===== src/rtl/mips_ctrl_pkg.sv =====
// Shared control-unit definitions: state width and microstore next-address codes.
// Used by the control sequencer and the instruction encoder.
package mips_ctrl_pkg;

  localparam int STATE_W = 7;

  typedef logic [STATE_W-1:0] state_t;

  // Codes 6 and 7 are reserved and behave like NXT_FETCH.
  typedef enum logic [2:0] {
    NXT_INC      = 3'd0,
    NXT_JUMP     = 3'd1,
    NXT_DECODE   = 3'd2,
    NXT_COND     = 3'd3,
    NXT_WAIT_MOC = 3'd4,
    NXT_FETCH    = 3'd5
  } nxt_type_e;

  function automatic state_t state_inc(input state_t s);
    return s + state_t'(1);
  endfunction

endpackage


===== src/rtl/moc_watchdog.sv =====
// Counts consecutive cycles a wait state holds for MOC and flags the last allowed one.
// Only instantiated in builds with MOC_TIMEOUT_EN defined.
module moc_watchdog #(
  parameter int MOC_TIMEOUT = 16
) (
  input  logic Clk,
  input  logic Reset_n,
  input  logic Hold,
  input  logic Clear,
  output logic Expired
);

  localparam int CNT_W = (MOC_TIMEOUT > 2) ? $clog2(MOC_TIMEOUT) : 1;
  localparam logic [CNT_W-1:0] LAST = CNT_W'(MOC_TIMEOUT - 1);

  logic [CNT_W-1:0] count_q;

  // Expiry forces a state change, so the count restarts alongside Clear.
  assign Expired = Hold && (count_q == LAST);

  always_ff @(posedge Clk or negedge Reset_n) begin
    if (!Reset_n) begin
      count_q <= '0;
    end else if (Clear || Expired) begin
      count_q <= '0;
    end else if (Hold) begin
      count_q <= count_q + CNT_W'(1);
    end
  end

endmodule


===== src/rtl/control_sequencer.sv =====
// Microsequencer for the multicycle MIPS control unit: registers the control state and picks the next.
// Optional memory-timeout watchdog enabled by defining MOC_TIMEOUT_EN.
module control_sequencer
  import mips_ctrl_pkg::*;
#(
  parameter logic [STATE_W-1:0] RESET_STATE   = 7'd0,
  parameter logic [STATE_W-1:0] FETCH_STATE   = 7'd1,
  parameter logic [STATE_W-1:0] ILLEGAL_STATE = 7'd0,
  parameter logic [STATE_W-1:0] ERROR_STATE   = 7'd127,
  parameter int                 MOC_TIMEOUT   = 16
) (
  input  logic               Clk,
  input  logic               Reset_n,
  input  logic [STATE_W-1:0] State_Sel,
  input  logic [2:0]         Nxt_Type,
  input  logic [STATE_W-1:0] Nxt_Target,
  input  logic               Cond,
  input  logic               MOC,
  input  logic               Stall,
  output logic [STATE_W-1:0] State,
  output logic               Moc_Wait,
  output logic               Illegal_Instr,
  output logic               Bus_Err
);

  if (MOC_TIMEOUT < 2) begin : g_bad_moc_timeout
    $error("control_sequencer: MOC_TIMEOUT must be at least 2");
  end

  state_t state_q, state_d;
  logic   illegal_q, illegal_d;
  logic   bus_err_q, bus_err_d;
  logic   wait_hold;
  logic   expired;

  // Memory handshake: MOC is sampled level-wise every cycle a NXT_WAIT_MOC word is
  // current; the sequencer advances on the edge where MOC=1 and keeps no request state.
  assign Moc_Wait  = (Nxt_Type == NXT_WAIT_MOC) && !MOC;
  assign wait_hold = !Stall && Moc_Wait;

`ifdef MOC_TIMEOUT_EN
  moc_watchdog #(
    .MOC_TIMEOUT(MOC_TIMEOUT)
  ) u_moc_watchdog (
    .Clk    (Clk),
    .Reset_n(Reset_n),
    .Hold   (wait_hold),
    .Clear  (!Stall && !wait_hold),
    .Expired(expired)
  );
`else
  assign expired = 1'b0;
`endif

  always_comb begin
    state_d   = state_q;
    illegal_d = 1'b0;
    bus_err_d = 1'b0;
    if (!Stall) begin
      case (Nxt_Type)
        NXT_INC:    state_d = state_inc(state_q);
        NXT_JUMP:   state_d = Nxt_Target;
        NXT_DECODE: begin
          if (State_Sel == '0) begin
            state_d   = ILLEGAL_STATE;
            illegal_d = 1'b1;
          end else begin
            state_d = State_Sel;
          end
        end
        NXT_COND:   state_d = Cond ? Nxt_Target : state_inc(state_q);
        NXT_WAIT_MOC: begin
          if (MOC) begin
            state_d = state_inc(state_q);
          end else if (expired) begin
            state_d   = ERROR_STATE;
            bus_err_d = 1'b1;
          end
        end
        NXT_FETCH:  state_d = FETCH_STATE;
        default:    state_d = FETCH_STATE;
      endcase
    end
  end

  always_ff @(posedge Clk or negedge Reset_n) begin
    if (!Reset_n) begin
      state_q   <= RESET_STATE;
      illegal_q <= 1'b0;
      bus_err_q <= 1'b0;
    end else begin
      state_q   <= state_d;
      illegal_q <= illegal_d;
      bus_err_q <= bus_err_d;
    end
  end

  assign State         = state_q;
  assign Illegal_Instr = illegal_q;
  assign Bus_Err       = bus_err_q;

endmodule


===== config.mk =====
export PLATFORM = sky130hd
export DESIGN_NAME = control_sequencer
export DESIGN_NICKNAME = d
export VERILOG_FILES = /design/src/rtl/mips_ctrl_pkg.sv /design/src/rtl/moc_watchdog.sv /design/src/rtl/control_sequencer.sv
export SDC_FILE = /design/constraint.sdc
export NUM_CORES = 1
export LEC_CHECK = 0
export CAP_MARGIN = 25
export CORE_ASPECT_RATIO = 1.1
export CORE_MARGIN = 1.5
export CORE_UTILIZATION = 40
export CTS_BUF_LIST = sky130_fd_sc_hd__clkbuf_2 sky130_fd_sc_hd__clkbuf_4 sky130_fd_sc_hd__clkbuf_8
export CTS_CLUSTER_DIAMETER = 120
export DETAILED_ROUTE_END_ITERATION = 10
export PLACE_DENSITY = 0.81
export SYNTH_ARGS = -nofsm -noshare
export SYNTH_HDL_FRONTEND = slang
export SYNTH_HIERARCHICAL = 1
export SYNTH_SLANG_ARGS = --single-unit

===== constraint.sdc =====
create_clock -name Clk -period 2.01 [get_ports Clk]
set_input_delay 0.402 -clock Clk [delete_from_list [all_inputs] [get_ports Clk]]
set_output_delay 0.402 -clock Clk [all_outputs]
set_load 0.02 [all_outputs]

* After elaboration in Yosys (flattened, before gate mapping) *
Cells that the tools add are included.

storage, ports and cells
  register bits after elaboration = 8
  bits of input ports = 22
  output and inout port bits = 10
  logic and storage cells = 21

operators by class
  $add $sub $neg = 1
  equal/unequal tests = 5
  multiplexer cells = 7
  bitwise logic cells = 1
  reduce and logical (&&, ||, !) cells = 5

operators by type and width
  operator             number
  $pmux 7 s5           1
  $mux 7               3
  $add 7x1->7 const B  1
  $logic_not 7->1      1
  $eq 3x2->1 const B   2
  $eq 3x1->1 const B   1
  $eq 3x3->1 const B   1
  $logic_not 3->1      1
  $mux 1               3
  $ne 2x2->1 const B   1
  $reduce_and 2->1     1
  $logic_and 1x1->1    1
  $logic_not 1->1      1
  $not 1->1            1

* Depth between registers and ports, before layout *
  depth after elaboration = 4
  gate-level depth with buffers = 5
  depth with buffers taken out = 5

* Worst setup path before layout *
Ideal clock, no wire load.

  path kind = register to register
  start = register state_q[0], in the netlist State[0]
  end = register state_q[6], in the netlist State[6]
  arrival time = 1.533 ns
  data required time = 1.884 ns
  setup slack = 0.351 ns
  cell stages (with the launch flop) = 6
  path through = dfrtp_1 ha_1 and3_1 and3_1 nor2b_1 a221o_1

between the ends
  word-level cells in the longest chain between the ends = 3
  elaborated cells on any way between the ends = 4
  classes of those cells = 1 x add/sub; 3 x mux

RTL lines
  item                       line                                              text
  from (decl)                control_sequencer.sv:30                           state_t state_q, state_d;
  from (signal assigned)     control_sequencer.sv:92                           state_q <= state_d;
  $add 7x1->7 (*)            mips_ctrl_pkg.sv:20                               return s + state_t'(1);
  $mux 7 (on tied branches)  control_sequencer.sv:73, control_sequencer.sv:71
  $pmux 7 s5 (*)             control_sequencer.sv:60                           case (Nxt_Type)

Every way passes the cells marked *; elsewhere a longest branch is shown, timed or not. The select of a mux whose other input is x is not followed.
A chain may end at the register's enable or synchronous reset.

* Worst setup path in the final report *
  start = input port Nxt_Type[1]
  end = output port Moc_Wait

between the ends
  word-level cells in the longest chain between the ends = 2

RTL lines
  item               line                     text
  from (decl)        control_sequencer.sv:15  input logic [2:0] Nxt_Type,
  $eq 3x3->1         control_sequencer.sv:38  assign Moc_Wait = (Nxt_Type == NXT_WAIT_MOC) && !MOC;
  $logic_and 1x1->1  control_sequencer.sv:38
  to (decl)          control_sequencer.sv:21  output logic Moc_Wait,

Every way passes these cells.

==> results.md <==
* Setup CP Type: in -> out
* WL final at 1.69 mm
* Worst Path Required at 1.61 ns
* Die Y at 44.1 microns
* Tmin final at 1.95 ns
* TritonCTS buffer count at 3
* Fillers at 112
* Largest net degree at the start of global routing at 12
* Pre-antenna DRT Iters at 4
* Die Span X at 40.4 microns
* Uppermost layer routed: met4
* # DRC at 0
* Async set or reset register ratio after synthesis at 1.00
* Std cell rows at 14
* Setup crit end kind: output port
* Static leakage at 0.398 nW
* Post-Synth Simple-Gate Area at 0.295
* Design Power at 530 uW
* Max VDD drop at 0.000262 V
* Fin. max-slew vios at 0
* CTS Sinks at 8
* Mapped Avg Cell Area at 9.31 sq um
* Root buffer cell: clkbuf_4
* Clock transition at path regs at 0.05 ns
* Internal at 360 uW
* Cts repair resizes at 1
* PortBufs at 30
* Final net count at 125
* Vias/cell at 6.19
* Post-synthesis net count at 89
* Postcts setup bufs at 0
* Area growth, synth to finish at 58.5%
* Main synth FF type: dfrtp_1
* TNS Setup at 0 ns
* Sequential fraction of design power at 0.383
* Reg-to-reg critical path endpoint: State[6]$_DFFE_PN0P_
* PwrDens at 544 mW/mm^2
* Hold-fix buffer count after cts at 0
* CORE AREA at 0.00140 sq mm
* Clk_skew at 0.00104 ns
* Final hold violations at 0
* Status: finished clean
* Period Utilization, post-route at 0.968
* NetSw at 170 uW
* Syn. warnings at 6
* Final setup viols at 0
* Vias in the first global route at 666
* Cells after Synth at 66
* Final HPWL DP at 1.32 mm
* Post-synthesis adder-cell area fraction at 0.0204
* Fmax at 0.514 GHz
* DR iter-0 viols at 15
* Initial antenna violation count at 0
* Reg-to-Reg Start: State[0]$_DFFE_PN0P_
* M1 WL at 711 microns
* Max Cap Viol at 0
* Worst-skew pair later-pin latency at 0.26 ns
* Worst hold slack at 0.424 ns
* Htree depth at 1
* Starting density of the core at 0.438
* Largest family of logic cells by synthesized area: compound AO/OA/AOI/OAI gates
* Share of cells above drive strength 1 at 0.130
* Startpoint Class: primary input
* Most frequent cells in the layout: clkdlybuf4s50_1 (29), dfrtp_1 (8), buf_4 (6)
* Worst Path Max Fanout at 2
* Grt total ovfl at 0
* Metal2 WL at 823 microns
* Antenna Nets Post-Route at 0
* Comb pwr share at 0.379
* Switching Share at 0.321
* Post-Synth XOR/XNOR Area at 0
* Met3 wire len at 115 microns
* Post-Place Setup Slack at -0.244 ns
* Tot GR Track Use at 0.209
* Die area at 0.00178 sq mm
* IO Pins at 32
* Worst path arrival time at 1.54 ns
* Routed wire per std cell at 14.5 microns
* Number of synthesized flops with an enable pin at 0
* Area of the multi-input gates at 383 sq um
* ANT cells at 0
* Clock power frac at 0.238
* Yosys reg bits at 8
* DR vias at 718
* Netlist cell types at 29
* Final Util at 0.695
* Post-Syn Area at 614 sq um
* Longest Clk Path Bufs at 2
* Compound-cell area share of the yosys netlist at 0.301
* Mux cell area share after synthesis at 0
* Worst R2R Setup Slack at 0.36 ns
* Worst-case reg-to-reg path depth at 5
* Routability Congestion at 0.775
* First-pass GRT wire length at 2.64 mm
* Sequential area share after synthesis at 0.326
* RSZ-0062 raised after global routing: no
* Setup ws final at 0.0648 ns
* Most common library cell in the layout ignoring fill and taps: clkdlybuf4s50_1
* Type of the most critical hold path: in -> async
* CTS tree: built
* Register area at 200 sq um
## how the worst max path moves through the flow
stage	from	end	slack, ns	depth (start not counted)
after detailed placement	Nxt_Type[1]	Moc_Wait	-0.24	3
after global routing	Nxt_Type[1]	Moc_Wait	0.001	3
after floorplan	State[0]$_DFFE_PN0P_	State[6]$_DFFE_PN0P_	0.35	5
after global placement	Nxt_Type[1]	Moc_Wait	-0.19	3
after CTS	Nxt_Type[1]	Moc_Wait	0.05	3
final	Nxt_Type[1]	Moc_Wait	0.06	3
## metrics by stage
| stage | std cells | area [sq um] |
|---|---|---|
| after floorplan | 66 | 614 |
| after global placement | 113 | 952 |
| after detailed placement | 113 | 952 |
| after global routing | 116 | 973 |
| after CTS | 116 | 973 |
| final | 116 | 973 |
## layer usage
metal | vias up | global-route usage
met3 | 5 | 0.0352
met1 | 344 | 0.240
met2 | 34 | 0.359
li1 | 335 | -
met4 | 0 | 0.100
met5 | - | 0
## logic make-up after synthesis
group	after synthesis
and+or+nand+nor	28
AOI/OAI and AO/OA	22
DFF	8
buffers and inverters	6
adders and majority gates	1
other	1
## power by group through the flow
| stage | Clock (mW) | Sequential (mW) | Combinational (mW) |
|---|---|---|---|
| 6_report | 0.126 | 0.203 | 0.201 |
| 5_1_grt | 0.136 | 0.205 | 0.217 |
| 4_1_cts | 0.128 | 0.202 | 0.201 |
| 3_5_place_dp | 0 | 0.204 | 0.200 |
| 3_3_place_gp | 0 | 0.203 | 0.197 |
| 2_1_floorplan | 0 | 0.223 | 0.0731 |
## final cells by class
class | count | area share
inverter | 1 | 0.00386
tap | 16 | 0.0206
sequential | 8 | 0.206
timing repair buffer | 36 | 0.353
multi-input combinational | 52 | 0.393
clock buffer | 3 | 0.0231
## state kept, by name (all words and copies together) (netlist names)
signal / flops
State: 7
Illegal_Instr: 1
## synth_stat cells (3+ instances only)
cell type  count  area (sq um)
nor2b_1        3          18.8
nor2_1         4          15.0
a221o_1        5          50.1
dfrtp_1        8           200
and3_1         4          25.0
o21ai_1        4          20.0
nor4b_1        3          26.3
a32oi_1        5          43.8
nor3_1         4          20.0
## critical path, cell delays in order
cell and delay, ns:
clkdlybuf4s50_1 0.44, nor4b_2 0.33, dlygate4sd2_1 0.37
(Power assumes the default switching activity.)
==> edit (config.mk and constraints unchanged) <==
Set the package constant `STATE_W` to 8 (it was 7).
--- a/src/rtl/mips_ctrl_pkg.sv
+++ b/src/rtl/mips_ctrl_pkg.sv
@@ -3,5 +3,5 @@
 package mips_ctrl_pkg;
 
-  localparam int STATE_W = 7;
+  localparam int STATE_W = 8;
 
   typedef logic [STATE_W-1:0] state_t;
Ports: changed (resized Nxt_Target, State and State_Sel); port bits go from 32 to 35. No check against the original RTL was run, so the function may have changed too.
==> edit against the unedited design <==
Critical endpoint unchanged. Critical path type unchanged. Worst setup slack got worse by 0.014 ns. Routed wire length up 26%. Via count up 13%. Core utilization grew 1.1 points. Highest routed layer unchanged. Largest cell class unchanged. First-iteration DRC count increased by 60%. Design area grew 16%. Sequential cell count up 1. Area after synthesis grew 13%. Clock power rose by 30%. Die area up 12%. Power grew 13%.
==> edit: results (changes against the unedited design) <==
cells_and_area:
  nets: 143  # +14%
  largest_reg_flops: 8  # +1
  drive_above_1_share_pct: 16.2  # +3.2 points
cts:
  post_cts_buffers: 0  # unchanged
  path_clk_slew_ns: 0.07  # +0.02 ns
  htreeDepth: 1  # unchanged
  clockBufferDepth: 2  # unchanged
  cts_root_buf: "clkbuf_4"
place:
  dp_cells: 130  # +15%
  place_area_um2: 1090  # +14%
  io_buffers: 33  # +10%
  globalplace.congestion: 0.774  # -0.21%
  dp.final_hpwl_um: 1620  # +23%
  dpl_worst_slack_ns: -0.251  # -0.00692 ns
worst_setup_path:
  cp.arrival_ns: 1.56  # +0.02 ns
global_route:
  grt_pass1_vias: 700  # +5.1%
  grt_max_degree: 14  # +2
  grtUsageTotal_pct: 23.0  # +2.1 points
  grt_pass1_wl_um: 3330  # +26%
drt:
  drt_iter0_markers: 24  # +9
  vias: 813  # +13%
  vias_per_cell: 6.07  # -2.0%
  drc: 0  # unchanged
  wl_um: 2130  # +26%
power_and_ir_drop:
  leakagePower_nw: 0.489  # +23%
  peakVddDrop_uv: 557  # +110%
  p_int_w: 0.000406  # +13%
hold_path:
  hold_path.class: "input port to asynchronous set/reset pin"
yosys:
  synth_warnings: 6  # unchanged
  synthTopCellsByArea: "dfrtp_1 (32%), a32oi_1 (10%), a211o_1 (6.3%)"
  ys_seq_area_share_pct: 32.4  # -0.15 points
  synth_common_cells: "dfrtp_1 (9), nor2_1 (9), a32oi_1 (8)"
  ys_types: 33  # +14%
  syn_area_per_cell_um2: 9.02  # -3.1%
  syn_nets: 102  # +15%
sta:
  fin_skew_ns: 0.00286  # +0.00182 ns
status:
  status: "finished, final reports clean"
-- edit: worst paths after layout --
| kind | slack, ns | to |
|---|---|---|
| worst max-delay path | 0.05 | Moc_Wait |
| worst min-delay path | 0.43 | State[4] |
| worst max register to register | 0.52 | State[6] |
| worst min register to register | 0.56 | State[6] |
| max in group asynchronous | 1.28 | State[2] |
| min in group Clk | 0.56 | State[6] |
-- edit: metal layers --
layer  vias to the layer above  GRT usage, %  part of all wire, %
met5                         -             0                    0
met2                        38          37.9                   45
met4                         0          11.3                  2.0
li1                        388             -                    -
met3                         4          3.92                  9.1
met1                       383          29.6                   44
-- edit: layout make-up --
class                      instances  area (um2)
timing repair buffer              42         409
sequential                         9         225
multi-input combinational         60         433
inverter                           2        7.51
clock buffer                       4        30.0
tap                               17        21.3
fill                             124         469
-- edit: kinds of logic (layout without fill, tap and decap cells) --
| kind of cell | after synthesis | after routing | share of synthesized area [%] |
|---|---|---|---|
| AO/OA/AOI/OAI | 26 | 26 | 29.7 |
| adder cells (fa/ha/maj) | 1 | 1 | 1.80 |
| buffers and inverters | 8 | 48 | 6.49 |
| flip-flops | 9 | 9 | 32.4 |
| other | 1 | 1 | 0.540 |
| AND/OR/NAND/NOR | 32 | 32 | 29.0 |
-- edit: power by group through the flow --
stage	clock network, W	registers, W	logic [W]
2_1_floorplan	0	0.000244	0.0000702
3_3_place_gp	0	0.000226	0.000202
3_5_place_dp	0	0.000227	0.000207
4_1_cts	0.000163	0.000224	0.000208
5_1_grt	0.000167	0.000227	0.000226
6_report	0.000164	0.000224	0.000210
-- edit: critical path, cell delays in order --
cell,delay [ns]
clkdlybuf4s50_1,0.44
nor4b_2,0.34
dlygate4sd2_1,0.37
